### config.mk
export PLATFORM = sky130hd
export DESIGN_NAME = pwm_duty_ramp
export DESIGN_NICKNAME = d
export VERILOG_FILES = /design/src/rtl/pwm_duty_ramp.sv
export SDC_FILE = /design/constraint.sdc
export NUM_CORES = 1
export LEC_CHECK = 0
export CORE_MARGIN = 3
export CORE_UTILIZATION = 30
export DETAILED_ROUTE_END_ITERATION = 12
export SYNTH_ARGS = -nofsm -noshare
export SYNTH_HDL_FRONTEND = slang
export SYNTH_SLANG_ARGS = --single-unit
### constraint.sdc
create_clock -name clk -period 5.2 [get_ports clk]
set_clock_uncertainty 0.2 [all_clocks]
set_input_delay 0.52 -clock clk [delete_from_list [all_inputs] [get_ports clk]]
set_output_delay 0.52 -clock clk [all_outputs]
set_load 0.005 [all_outputs]
### src/rtl/pwm_duty_ramp.sv
// pwm_duty_ramp: soft-start/soft-stop duty sequencer that updates only on PWM period ticks.
// Optional breathing mode (ramp repeats until stopped) is enabled by defining DUTY_RAMP_LOOP_EN.
module pwm_duty_ramp #(
    parameter int N         = 8,
    parameter int HOLD_BITS = 16
) (
    input  logic                 clk,
    input  logic                 reset,
    input  logic                 period_tick,
    input  logic                 start,
    input  logic                 stop,
    input  logic [N:0]           target_duty,
    input  logic [N:0]           step,
    input  logic [HOLD_BITS-1:0] hold_periods,
    output logic [N:0]           duty,
    output logic                 busy,
    output logic                 done
);
    localparam logic [N:0] DUTY_MAX = {1'b1, {N{1'b0}}};
    localparam logic [N:0] ONE = {{N{1'b0}}, 1'b1};

    typedef enum logic [1:0] {IDLE, RAMP_UP, HOLD, RAMP_DOWN} state_t;

    state_t               state, state_n;
    logic [N:0]           tgt, tgt_n, stp, stp_n, duty_n;
    logic [HOLD_BITS-1:0] hold, hold_n, cnt, cnt_n;
    logic                 done_n;
    logic [N+1:0]         sum;
    logic [N:0]           up, dn;
    logic                 loop_ok;

    // The up-step sum is one bit wider so a large step cannot wrap past tgt.
    assign sum = {1'b0, duty} + {1'b0, stp};
    assign up  = (sum > {1'b0, tgt}) ? tgt : sum[N:0];
    assign dn  = (duty > stp) ? duty - stp : '0;

`ifdef DUTY_RAMP_LOOP_EN
    logic stop_req, stop_req_n;
    assign loop_ok = !stop_req && !stop;
    always_ff @(posedge clk or posedge reset) begin
        if (reset) stop_req <= 1'b0;
        else       stop_req <= stop_req_n;
    end
`else
    assign loop_ok = 1'b0;
`endif

    always_comb begin
        state_n = state;
        duty_n  = duty;
        tgt_n   = tgt;
        stp_n   = stp;
        hold_n  = hold;
        cnt_n   = cnt;
        done_n  = 1'b0;
`ifdef DUTY_RAMP_LOOP_EN
        stop_req_n = stop_req;
`endif
        if (state == IDLE) begin
`ifdef DUTY_RAMP_LOOP_EN
            stop_req_n = 1'b0;
`endif
            if (start && !stop) begin
                state_n = RAMP_UP;
                tgt_n   = (target_duty > DUTY_MAX) ? DUTY_MAX : target_duty;
                stp_n   = (step == '0) ? ONE : step;
                hold_n  = hold_periods;
            end
        end else if (state == RAMP_DOWN || stop) begin
            // A stop takes effect on this edge, so a coincident tick already decrements.
            state_n = RAMP_DOWN;
`ifdef DUTY_RAMP_LOOP_EN
            if (stop) stop_req_n = 1'b1;
`endif
            if (period_tick) begin
                duty_n = dn;
                if (dn == '0) begin
                    done_n  = 1'b1;
                    state_n = loop_ok ? RAMP_UP : IDLE;
                end
            end
        end else if (period_tick) begin
            if (state == RAMP_UP) begin
                duty_n = up;
                if (up == tgt) begin
                    state_n = HOLD;
                    cnt_n   = '0;
                end
            end else if (hold == '0 || cnt == hold - HOLD_BITS'(1)) begin
                state_n = RAMP_DOWN;
            end else begin
                cnt_n = cnt + HOLD_BITS'(1);
            end
        end
    end

    always_ff @(posedge clk or posedge reset) begin
        if (reset) begin
            state <= IDLE;
            duty  <= '0;
            tgt   <= '0;
            stp   <= '0;
            hold  <= '0;
            cnt   <= '0;
            busy  <= 1'b0;
            done  <= 1'b0;
        end else begin
            state <= state_n;
            duty  <= duty_n;
            tgt   <= tgt_n;
            stp   <= stp_n;
            hold  <= hold_n;
            cnt   <= cnt_n;
            busy  <= (state_n != IDLE);
            done  <= done_n;
        end
    end
endmodule
==> summary.txt <==
Logic synthesis
  – Sequential share of the synthesized area: 0.3178
  – Synth Cell Area: 0.004961 mm²
  – Mean area per synthesized cell: 8.241 µm²
  – Gate Count Post-Synth: 602
  – Post-synth EDFFs: 0
  – Synth warnings: 0
  – Asr flop ratio synth: 1.000
  – Ys flop type: dfrtp_1
  – Mapped Nets: 672
  – Unique masters post-synth: 62
  – Seq cells post-synth: 63

Route
  – DRC violations left: 0
  – DR vias: 4575
  – Vias/cell: 5.345
  – Post-route ant nets: 0
  – Total routed wirelength: 14.63 mm
  – Drt first pass iters: 8
  – Initial drt markers: 304
  – Routed wire per std cell: 17.09 µm

Placed design
  – Placed Instance Area: 0.005634 mm²
  – Dpl hpwl: 10.84 mm
  – Port Buffers: 49
  – Gpl congestion: 0.9066

Clocking
  – Setup repair bufs after CTS: 0
  – Root Buffer: clkbuf_16
  – H-tree depth: 3
  – Cts hold-fix bufs: 0
  – Clock latency on the worst-skew pair: 0.35 ns
  – # resized after CTS: 0
  – Clk buf depth: 2
  – CTS tree: built
  – CTS sink cnt: 63
  – Reg clk slew, reported paths: 0.05 ns
  – TritonCTS Buffers: 9

Finish
  – N_diodes: 0
  – # nets final: 706
  – Register area: 0.001577 mm²
  – Syn-to-layout area delta: 20.10%
  – Core Util, Final: 0.3710
  – Filler cell count: 1659
  – Final instance area: 0.005958 mm²
  – Area taken by multi-input logic gates: 0.003094 mm²
  – Layout cells sized above 1: 0.07031

Worst setup path
  – Critical path class: reg -> reg
  – Critical Path Max Stage Delay: 0.59 ns
  – Slowest CP cell: ha_1
  – R2R setup slack: 0.46 ns
  – Worst Setup End Kind: flop
  – Crit-path most repeated cell: a21oi_1
  – Crit Path Max Fanout: 16
  – CP cell instances: ha_1, nor2_1, a211oi_2, a21oi_1, or4_1, o311ai_0, ha_1, nor2_1, a21oi_1, o22a_1, nor3_1, buf_4, mux2_2, a221oi_1, a21oi_1
  – Cell count of the worst reg-to-reg path: 15
  – Buf+Inv Stages, Crit Path: 1
  – Worst setup SP type: flop
  – CP Data Required Time: 5.20 ns
  – Crit. path cell count: 15
  – Top delay family on crit path: compound AO/OA/AOI/OAI gates
  – Crit path DAT: 4.74 ns

Floorplanning
  – FP Rows: 46
  – Die footprint: 0.01812 mm²
  – # IOs: 50
  – Core area: 0.01606 mm²
  – Starting density of the core: 0.3089
  – Die height: 134.6 µm
  – Width of the chip: 134.6 µm

STA
  – Final cycle utilization of the critical path: 0.9111
  – Post-route minimum period: 4.738 ns
  – Achievable clock frequency: 0.2111 GHz
  – Final Setup Violations: 0
  – Final slew viol count: 0
  – Final hold violation count: 0
  – Setup repair after global routing missed its margin: false
  – Sum Neg Setup Slack: 0 ns
  – Worst slew margin: 0.4438
  – Least-Margin Pin Slew: 0.8325 ns

Power and ir drop
  – Peak VDD IR: 0.3357 mV
  – Leakage: 0.002515 µW
  – Pwr Density: 757.4 mW/mm²

Global route
  – First-pass GRT wire length: 23.96 mm
  – GR Overflow Total: 0
  – Initial antenna violation count: 0
  – Vias in the first global route: 4459
  – Largest net degree at the start of global routing: 64
  – GRT Total Usage: 0.1654

Outcome
  – Run status: completed

Min path
  – Hold Crit Depth: 2
  – Hold Path Class: reg -> reg

Run
  – Max-cap violations: 0
==> per-layer routing <==
layer	global-route usage	up-vias	share of wire
met5	0	-	0
met4	0.05260	0	0.015
met3	0.03428	18	0.054
met2	0.2475	145	0.44
met1	0.2391	2185	0.49
li1	-	2227	-
==> cell usage after synthesis, types with 3 or more instances <==
cell type	instances	share of area
and3_1	10	0.013
or3_1	3	0.0038
inv_1	43	0.033
a22oi_1	7	0.011
ha_1	29	0.073
nor2_1	36	0.027
buf_1	4	0.0030
a21oi_1	36	0.036
o21ai_1	3	0.0030
mux2_2	9	0.020
mux2i_1	4	0.0081
a211o_1	3	0.0053
nor2b_1	5	0.0063
o211ai_1	6	0.0091
o22ai_1	4	0.0050
nand2_1	75	0.057
nand3b_1	12	0.018
nand2b_1	8	0.010
o21bai_1	4	0.0061
or4_1	9	0.014
a31oi_1	6	0.0076
o2111ai_1	3	0.0053
nand4_1	12	0.015
or2_2	3	0.0038
o31ai_1	6	0.0091
nor4_1	9	0.011
o22a_1	3	0.0053
buf_6	3	0.0068
clkbuf_1	26	0.020
o21a_1	4	0.0061
dfrtp_1	63	0.32
o21ai_0	33	0.033
nor3_1	18	0.018
xor2_1	19	0.034
xnor2_1	23	0.041
a221oi_1	5	0.0088
nand3_1	14	0.014
a211oi_1	7	0.011
==> flip-flops by register name, indices dropped and copies added, names as in the netlist <==
signal / count
done: 1
state: 2
busy: 1
duty: 9
tgt: 9
cnt: 16
stp: 9
hold: 16
==> through the flow <==
stage	setup WS, ns	instances	hold WS, ns	power (µW)
after global routing	0.03048	856	0.3479	4880
after detailed placement	0.4651	841	0.3069	3779
after floorplan	0.8415	602	0.2811	3008
after CTS	0.3683	856	0.3263	4470
after global placement	0.5137	841	0.3047	3723
final	0.4625	856	0.3216	4513
==> cells by family after synthesis <==
logic type,count (synthesis),share of synthesized area
simple gates,227,0.2335
compound gates,149,0.1982
buf+inv,76,0.06204
flops,63,0.3178
xor+xnor,43,0.07869
fa+ha+maj,31,0.08121
mux,13,0.02850
==> where the power goes <==
group	leakage, µW	internal (µW)	switching [µW]
clock network	0.000155	428	230
registers	0.000796	677	244
logic	0.00156	1290	1640
==> area by class of cell <==
class	instances	area share
clock buffer	11	0.04074
clock inverter	4	0.01176
inverter	43	0.02709
multi-input combinational	463	0.5193
sequential	63	0.2646
tap	216	0.04536
timing repair buffer	56	0.09114
==> cell usage in the layout (no fill, tap or decap), types with 3 or more instances in the layout <==
master,instances
nand4_1,12
dfrtp_1,63
and3_1,10
o21a_1,4
mux2i_1,4
or2_2,3
nand2_1,75
xnor2_1,23
or3_1,3
ha_1,29
o31ai_1,6
nor3_1,18
or4_1,9
o22ai_1,4
nor2_1,36
o21ai_1,3
a31oi_1,6
o211ai_1,6
o22a_1,3
a211oi_1,6
clkbuf_16,9
a21oi_1,36
o2111ai_1,3
nand3b_1,12
a211o_1,3
nor2b_1,5
nor4_1,9
nand2b_1,8
nand3_1,14
a221oi_1,4
xor2_1,19
a22oi_1,7
o21bai_1,4
clkdlybuf4s50_1,49
mux2_2,9
inv_1,42
buf_4,7
o21ai_0,33
==> worst paths after layout <==
check	start	endpoint
worst min-delay path	hold[15]	hold[15]
worst max-delay path	duty[5]	duty[8]
max in group asynchronous	reset	tgt[6]
worst min register to register	hold[15]	hold[15]
min in group asynchronous	reset	cnt[15]
worst max register to register	duty[5]	duty[8]
==> worst reg2reg max path, cell delays in order (launching register included) <==
cell and delay, ns:
dfrtp_1 0.41, ha_1 0.59, nor2_1 0.19, a211oi_2 0.45, a21oi_1 0.15, or4_1 0.41, o311ai_0 0.18, ha_1 0.36
nor2_1 0.14, a21oi_1 0.07, o22a_1 0.18, nor3_1 0.32, buf_4 0.26, mux2_2 0.35, a221oi_1 0.28, a21oi_1 0.07
No activity file was read; power rests on OpenSTA's default activity.
